--- src/rtl/my_mem_ctrl_if.sv ---
// Request, memory-side and response signals shared by a requester, my_mem_ctrl and my_mem.
interface my_mem_ctrl_if;
   logic        req_valid;
   logic        req_ready;
   logic        req_write;
   logic [15:0] req_addr;
   logic [7:0]  req_wdata;
   logic        mem_write;
   logic        mem_read;
   logic [15:0] mem_address;
   logic [7:0]  mem_data_in;
   logic [8:0]  mem_data_out;
   logic        rsp_valid;
   logic        rsp_ready;
   logic [7:0]  rsp_data;
   logic        rsp_parity_err;

   modport slave (
      input  req_valid, req_write, req_addr, req_wdata, mem_data_out, rsp_ready,
      output req_ready, mem_write, mem_read, mem_address, mem_data_in,
             rsp_valid, rsp_data, rsp_parity_err
   );

   modport master (
      output req_valid, req_write, req_addr, req_wdata, mem_data_out, rsp_ready,
      input  req_ready, mem_write, mem_read, mem_address, mem_data_in,
             rsp_valid, rsp_data, rsp_parity_err
   );
endinterface

--- src/rtl/my_mem_ctrl.sv ---
// Single-request controller for my_mem: one write or read at a time, even-parity check on
// read data, saturating parity-error count and wrapping write/read counts.
module my_mem_ctrl #(
   parameter int READ_LATENCY = 1
) (
   input  logic                clk,
   input  logic                rst,
   my_mem_ctrl_if.slave        bus,
   output logic [7:0]          err_count_o,
   output logic [15:0]         wr_count_o,
   output logic [15:0]         rd_count_o
);

   typedef enum logic [2:0] {IDLE, WRITE, READ, WAIT, RESP} state_e;

   localparam logic [3:0] WaitInit = 4'(READ_LATENCY - 1);

   state_e      state_q;
   logic [3:0]  wait_cnt_q;
   logic        mem_write_q;
   logic        mem_read_q;
   logic [15:0] mem_address_q;
   logic [7:0]  mem_data_in_q;
   logic        rsp_valid_q;
   logic [7:0]  rsp_data_q;
   logic        rsp_parity_err_q;
   logic [7:0]  err_count_q;
   logic [15:0] wr_count_q;
   logic [15:0] rd_count_q;

   logic        req_ready;
   logic        parity_err_d;
   logic [7:0]  err_count_d;

   assign req_ready    = (state_q == IDLE) && !rst;
   assign parity_err_d = ^bus.mem_data_out;
   // Saturate at 255 rather than wrap.
   assign err_count_d  = (parity_err_d && (err_count_q != 8'hFF)) ? err_count_q + 8'd1
                                                                  : err_count_q;

   // NOTE: every register here uses <= so all state updates see pre-edge values.
   always_ff @(posedge clk) begin
      if (rst) begin
         state_q          <= IDLE;
         wait_cnt_q       <= 4'd0;
         mem_write_q      <= 1'b0;
         mem_read_q       <= 1'b0;
         mem_address_q    <= 16'd0;
         mem_data_in_q    <= 8'd0;
         rsp_valid_q      <= 1'b0;
         rsp_data_q       <= 8'd0;
         rsp_parity_err_q <= 1'b0;
         err_count_q      <= 8'd0;
         wr_count_q       <= 16'd0;
         rd_count_q       <= 16'd0;
      end else begin
         case (state_q)
            IDLE: begin
               if (bus.req_valid && req_ready) begin
                  mem_address_q <= bus.req_addr;
                  mem_data_in_q <= bus.req_wdata;
                  if (bus.req_write) begin
                     mem_write_q <= 1'b1;
                     state_q     <= WRITE;
                  end else begin
                     mem_read_q <= 1'b1;
                     state_q    <= READ;
                  end
               end
            end
            WRITE: begin
               mem_write_q <= 1'b0;
               wr_count_q  <= wr_count_q + 16'd1;
               state_q     <= IDLE;
            end
            READ: begin
               mem_read_q <= 1'b0;
               wait_cnt_q <= WaitInit;
               state_q    <= WAIT;
            end
            WAIT: begin
               if (wait_cnt_q == 4'd0) begin
                  rsp_data_q       <= bus.mem_data_out[7:0];
                  rsp_parity_err_q <= parity_err_d;
                  err_count_q      <= err_count_d;
                  rd_count_q       <= rd_count_q + 16'd1;
                  rsp_valid_q      <= 1'b1;
                  state_q          <= RESP;
               end else begin
                  wait_cnt_q <= wait_cnt_q - 4'd1;
               end
            end
            RESP: begin
               if (bus.rsp_ready) begin
                  rsp_valid_q <= 1'b0;
                  state_q     <= IDLE;
               end
            end
            default: state_q <= IDLE;
         endcase
      end
   end

   assign bus.req_ready      = req_ready;
   assign bus.mem_write      = mem_write_q;
   assign bus.mem_read       = mem_read_q;
   assign bus.mem_address    = mem_address_q;
   assign bus.mem_data_in    = mem_data_in_q;
   assign bus.rsp_valid      = rsp_valid_q;
   assign bus.rsp_data       = rsp_data_q;
   assign bus.rsp_parity_err = rsp_parity_err_q;
   assign err_count_o        = err_count_q;
   assign wr_count_o         = wr_count_q;
   assign rd_count_o         = rd_count_q;

endmodule

--- src/flat_wrapper.sv ---
// flat-port wrapper written by rule: the top's interface ports become plain ports
module my_mem_ctrl_flat 
#(
   parameter int READ_LATENCY = 1
)
  (clk, rst, err_count_o, wr_count_o, rd_count_o, bus_req_valid, bus_req_write, bus_req_addr, bus_req_wdata, bus_mem_data_out, bus_rsp_ready, bus_req_ready, bus_mem_write, bus_mem_read, bus_mem_address, bus_mem_data_in, bus_rsp_valid, bus_rsp_data, bus_rsp_parity_err);
  my_mem_ctrl_if bus_i ();
  input  logic clk;
  input  logic rst;
  output logic [7:0] err_count_o;
  output logic [15:0] wr_count_o;
  output logic [15:0] rd_count_o;
  input wire logic [$bits(bus_i.req_valid)-1:0] bus_req_valid;
  input wire logic [$bits(bus_i.req_write)-1:0] bus_req_write;
  input wire logic [$bits(bus_i.req_addr)-1:0] bus_req_addr;
  input wire logic [$bits(bus_i.req_wdata)-1:0] bus_req_wdata;
  input wire logic [$bits(bus_i.mem_data_out)-1:0] bus_mem_data_out;
  input wire logic [$bits(bus_i.rsp_ready)-1:0] bus_rsp_ready;
  output wire logic [$bits(bus_i.req_ready)-1:0] bus_req_ready;
  output wire logic [$bits(bus_i.mem_write)-1:0] bus_mem_write;
  output wire logic [$bits(bus_i.mem_read)-1:0] bus_mem_read;
  output wire logic [$bits(bus_i.mem_address)-1:0] bus_mem_address;
  output wire logic [$bits(bus_i.mem_data_in)-1:0] bus_mem_data_in;
  output wire logic [$bits(bus_i.rsp_valid)-1:0] bus_rsp_valid;
  output wire logic [$bits(bus_i.rsp_data)-1:0] bus_rsp_data;
  output wire logic [$bits(bus_i.rsp_parity_err)-1:0] bus_rsp_parity_err;
  assign bus_i.req_valid = bus_req_valid;
  assign bus_i.req_write = bus_req_write;
  assign bus_i.req_addr = bus_req_addr;
  assign bus_i.req_wdata = bus_req_wdata;
  assign bus_i.mem_data_out = bus_mem_data_out;
  assign bus_i.rsp_ready = bus_rsp_ready;
  assign bus_req_ready = bus_i.req_ready;
  assign bus_mem_write = bus_i.mem_write;
  assign bus_mem_read = bus_i.mem_read;
  assign bus_mem_address = bus_i.mem_address;
  assign bus_mem_data_in = bus_i.mem_data_in;
  assign bus_rsp_valid = bus_i.rsp_valid;
  assign bus_rsp_data = bus_i.rsp_data;
  assign bus_rsp_parity_err = bus_i.rsp_parity_err;
  my_mem_ctrl #(.READ_LATENCY(READ_LATENCY)) u_core (.clk(clk), .rst(rst), .bus(bus_i), .err_count_o(err_count_o), .wr_count_o(wr_count_o), .rd_count_o(rd_count_o));
endmodule
--- config.mk ---
export PLATFORM = sky130hd
export DESIGN_NAME = my_mem_ctrl_flat
export DESIGN_NICKNAME = d
export VERILOG_FILES = /design/src/rtl/my_mem_ctrl_if.sv /design/src/rtl/my_mem_ctrl.sv /design/src/flat_wrapper.sv
export SDC_FILE = /design/constraint.sdc
export NUM_CORES = 1
export LEC_CHECK = 0
export ABC_AREA = 1
export BUFFER_PORTS_ARGS = -buffer_cell sky130_fd_sc_hd__buf_2
export CORE_MARGIN = 8
export CORE_UTILIZATION = 46
export DETAILED_ROUTE_END_ITERATION = 12
export GPL_ROUTABILITY_DRIVEN = 0
export PLACE_DENSITY = 0.78
export SLEW_MARGIN = 40
export SYNTH_ARGS = -nofsm -noshare
export SYNTH_HDL_FRONTEND = slang
export SYNTH_SLANG_ARGS = --single-unit
--- constraint.sdc ---
create_clock -name clk -period 1.8 [get_ports clk]
set_clock_uncertainty 0.2 [all_clocks]
set_input_delay 0.27 -clock clk [delete_from_list [all_inputs] [get_ports clk]]
set_output_delay 0.27 -clock clk [all_outputs]
set_load 0.02 [all_outputs]
# Word level (Yosys, flattened, before mapping)
# Index checks and enable logic that the tools add are counted.
# Widths: inputs -> output; s select.
# op_classes
add_sub_neg,4
n_eq_ne,11
mux,16
reduce_logical,19
# op_table
operator,n
$add 16x1->16 const B,2
$reduce_and 3->1,5
$pmux 3 s4,1
$ne 2x2->1 const B,5
$mux 3,3
$reduce_xor 9->1,1
$add 8x1->8 const B,1
$ne 8x8->1 const B,1
$pmux 4 s2,1
$reduce_bool 2->1,4
$eq 3x2->1 const B,2
$mux 1,6
$pmux 1 s2,3
$reduce_and 2->1,3
$logic_not 4->1,1
$mux 4,1
$sub 4x1->4 const B,1
$eq 3x1->1 const B,1
$eq 3x3->1 const B,1
$logic_and 1x1->1,3
$logic_not 3->1,1
$mux 2,1
$ne 2x1->1 const B,1
$logic_not 1->1,1
# word_totals
ff_bits,83
in_bits,38

# Depth between registers and ports, before layout
# depth
depth_word,5
mapped_depth,11
mapped_depth_nobuf,11

# Worst setup path before layout
# OpenSTA, ideal clock, no wires.
# synth_timing
path_type,reg-to-reg
from,"register u_core.err_count_q[1], in the netlist u_core.err_count_o[1]"
to,"register u_core.err_count_q[5], in the netlist u_core.err_count_o[5]"
setup_ns,0.113
t_arrival_ns,1.480
slack_ns,0.007
stages_incl_launch_ff,11
path_buffers,0
synth_period_minus_slack_ns,1.793
path_cell_list,dfxtp_1 ha_1 nand2_1 nor2_1 nand3_1 inv_1 nor2_1 nand2_1 nor2_1 nor2_1 nor2_1
# synth_between
elab_chain_len,3
word_cells_on_any_way,4
cone_classes,1 x add/sub; 1 x eq/ne; 2 x reduce/logical
# synth_lines
item,line_no,rtl
start: declaration,my_mem_ctrl.sv:27,logic [7:0] err_count_q;
start signal: assignment,my_mem_ctrl.sv:85,err_count_q <= err_count_d;
"parallel branches: the longest is 3 deep, another holds $add 8x1->8",n/a,
# Parallel ways; which one is timed is not known.
# A chain may end at the register's enable or synchronous reset.

# Final worst setup path
# layout_timing
from,register u_core.wait_cnt_q[0]
to,"register u_core.err_count_q[6], in the netlist u_core.err_count_o[6]"
# layout_between
elab_chain_len,2
# layout_lines
item,line_no,rtl
start: declaration,my_mem_ctrl.sv:19,logic [3:0] wait_cnt_q;
start signal: assignment,my_mem_ctrl.sv:78,wait_cnt_q <= WaitInit;
start signal: assignment,my_mem_ctrl.sv:90,wait_cnt_q <= wait_cnt_q - 4'd1;
$logic_not 4->1,my_mem_ctrl.sv:82,if (wait_cnt_q == 4'd0) begin
$reduce_and 3->1 (no line),n/a,
# Every way passes these cells.

==> run summary <==
Vias post-DR -> 3918
First-pass DRT Iterations -> 6
CP delay by family, top -> simple AND/OR/NAND/NOR gates
Crit path DAT -> 1.83 ns
WL final -> 10500 um
Grt ovf -> 0
Setup tns final -> 0 ns
DRT iter0 DRCs -> 138
Syn nets -> 562
RSZ-0062 raised after global routing -> true
Final hold viol count -> 0
Skew-Pair Late Insertion Delay -> 0.34 ns
P per Cell Area -> 759 nW/um^2
Clk buf depth -> 2
Die Footprint -> 11200 sq um
Leakage -> 2.62 nW
Most frequent cells in the layout -> 126 x nand2_1, 113 x buf_2, 79 x dfxtp_1
Crit-path cells -> inv_2 -> ha_4 -> nand3_4 -> nor2_4 -> buf_6 -> nand2_4 -> nor2_4 -> buf_6 -> nand2_4 -> nor2_2 -> nor2_1
Starting Density -> 47.6%
Seq cells post-synth -> 83
Actual slew at the worst max-slew pin -> 0.322 ns
Synthesized cell area -> 3700 sq um
Main combinational cell family by area after synthesis -> simple AND/OR/NAND/NOR gates
Period utilisation layout -> 99.8%
Std cell rows -> 32
# DRC -> 0
IO Count -> 115
Post-Synth XOR/XNOR Area -> 1.89%
Sequential share of the synthesized area -> 44.9%
Final setup violation count -> 0
Hold/Removal Path Class -> primary input to register
Commonest non-fill, non-tap cell in the layout -> nand2_1
Largest net degree at the start of global routing -> 33
Simple-gate portion of the synthesized area -> 33.0%
Fin crit period -> 1.80 ns
Synth Instances -> 519
Die width -> 106 um
Synth Warn # -> 0
Port bufs -> 114
Nets -> 734
Crit path capture type -> register
CP max stage cell -> dfxtp_2
Final Slew Violations -> 0
CP bufs+invs -> 3
Number of global-route vias before repair -> 3718
Area Overhead vs Synth -> 40.9%
CTS tree -> yes
Critical Path RT -> 1.84 ns
WS Path Type -> register to register
Clk sinks -> 83
Mux cell area share after synthesis -> 0%
Ys async rst share -> 0%
H-tree levels -> 3
Avg WL per Cell -> 13.1 um
Antenna violations before repair -> 1
Max Cap Viol -> 0
Routed Antenna Nets -> 0
Detailed Place HPWL -> 7270 um
Synth Area in Compound Gates -> 9.81%
Worst-path clk slew -> 0.08 ns
Total GRT Usage -> 17.7%
FMAX -> 556 MHz
Crit path largest cell delay -> 0.33 ns
Worst IR Drop VDD -> 0.491 mV
Post-synthesis adder-cell area fraction -> 1.69%
Post-synth EDFFs -> 0
DR vias/cell -> 4.90
First-pass GRT wire length -> 16800 um
Core Area -> 7770 sq um
Die height -> 106 um
Status -> finished, final reports clean
Synth cell types -> 37
Clk root buf -> clkbuf_8
Layout cells sized above 1 -> 29.3%
Crit start category -> register
Crit path max fanout -> 5
CTS Buf Count -> 9
Worst Hold Margin -> 0.000129 ns
Top_reg_cell synth -> dfxtp_1
Syn_area_per_cell -> 7.13 sq um
Slew margin rel. -> 78.5%
## per-stage QoR
step | utilization, % | setup slack [ns] | total power, mW | cells | area [sq um]
4_1_cts | 65.5 | 0.00404 | 3.96 | 795 | 5090
3_3_place_gp | 58.4 | 0.0515 | 2.45 | 747 | 4540
3_5_place_dp | 58.4 | -0.00764 | 2.46 | 747 | 4540
5_1_grt | 67.1 | -0.0852 | 4.13 | 799 | 5210
6_report | 67.1 | 0.00270 | 3.95 | 799 | 5210
2_1_floorplan | - | 0.00662 | 2.27 | 519 | 3700
## routing by layer
metal  GRT usage [%]  vias up  share of wire (%)
met5               0        -                  0
met4            6.43        0                1.1
met3            8.83        9                 12
met2            28.0      136                 46
met1            20.1     1763                 42
li1                -     2010                  -
## final cells by class
cell class | instances | area, sq um
fillers | 648 | 2560
multi-input cells | 355 | 1820
flip-flops and latches | 83 | 1670
repair buffers | 176 | 1140
inverters | 66 | 250
clock buffers | 12 | 135
well taps | 102 | 128
clock inverters | 4 | 75.1
diodes | 1 | 2.50
## synthesized netlist by cell type, types with 2 or more instances
master	number	share of area [%]
nor3b_1	2	0.41
nor2_1	55	5.6
xnor2_1	4	0.95
buf_2	2	0.27
clkbuf_1	9	0.91
o21ai_0	22	3.0
nor3_1	16	2.2
nor2_2	3	0.51
nand3_1	48	6.5
xor2_1	4	0.95
nor3_4	2	0.88
nand2_2	4	0.68
nor2_4	2	0.61
inv_2	2	0.20
o21a_1	2	0.41
buf_4	2	0.41
dfxtp_1	83	45
nand2_1	129	13
inv_1	63	6.4
a21oi_1	37	5.0
nand3_2	2	0.54
nand4_1	6	1.0
a31oi_1	2	0.34
ha_1	5	1.7
## power breakdown
group,total (mW),switching [mW],internal (mW)
Combinational,0.575,0.338,0.236
Sequential,1.95,0.0449,1.91
Clock,1.43,0.645,0.784
## sequential cells by signal, summed over array words and instances, names as in the netlist
name and cells:
u_core.state_q 3, u_core.wr_count_o 16, u_core.bus.mem_data_in 8, u_core.bus.rsp_data 8, u_core.rd_count_o 16, u_core.bus.mem_write 1
u_core.bus.mem_address 16, u_core.bus.rsp_parity_err 1, u_core.err_count_o 8, u_core.wait_cnt_q 4, u_core.bus.rsp_valid 1, u_core.bus.mem_read 1
## worst paths after layout
kind,start,to,slack [ns],depth (start not counted)
worst min register to register,u_core.bus.mem_data_in[1]$_SDFFE_PP0P_,u_core.bus.mem_data_in[1]$_SDFFE_PP0P_,0.27,2
worst min-delay path,bus_mem_data_out[7],u_core.bus.rsp_data[7]$_SDFFE_PP0P_,0.0001,3
worst max-delay path,u_core.wait_cnt_q[0]$_SDFFE_PP0P_,u_core.err_count_o[6]$_SDFFE_PP0P_,0.003,11
worst max register to register,u_core.wait_cnt_q[0]$_SDFFE_PP0P_,u_core.err_count_o[6]$_SDFFE_PP0P_,0.003,11
## repair_timing
| action | 4_1_cts | 5_1_grt |
|---|---|---|
| endpoints found under the setup margin | 6 | 25 |
| gates cloned | 0 | 1 |
| buffers inserted | 3 | 3 |
| resized for setup | 9 | 32 |
| hold buffers | 29 | 0 |
| hold endpoints to repair | 29 | 0 |
| pin swaps | 5 | 16 |
## kinds of logic after synthesis
| group | after synthesis |
|---|---|
| AOI/OAI and AO/OA | 68 |
| xor gates and xnor gates | 8 |
| adders and majority gates | 5 |
| buffers and inverters | 81 |
| DFF | 83 |
| and+or+nand+nor | 274 |
## worst min-delay path, delay by kind of cell
kind,cells,cell delay [ns]
buffers and inverters,2,0.18
AOI/OAI and AO/OA,1,0.05
No activity file was read; power rests on OpenSTA's default activity.
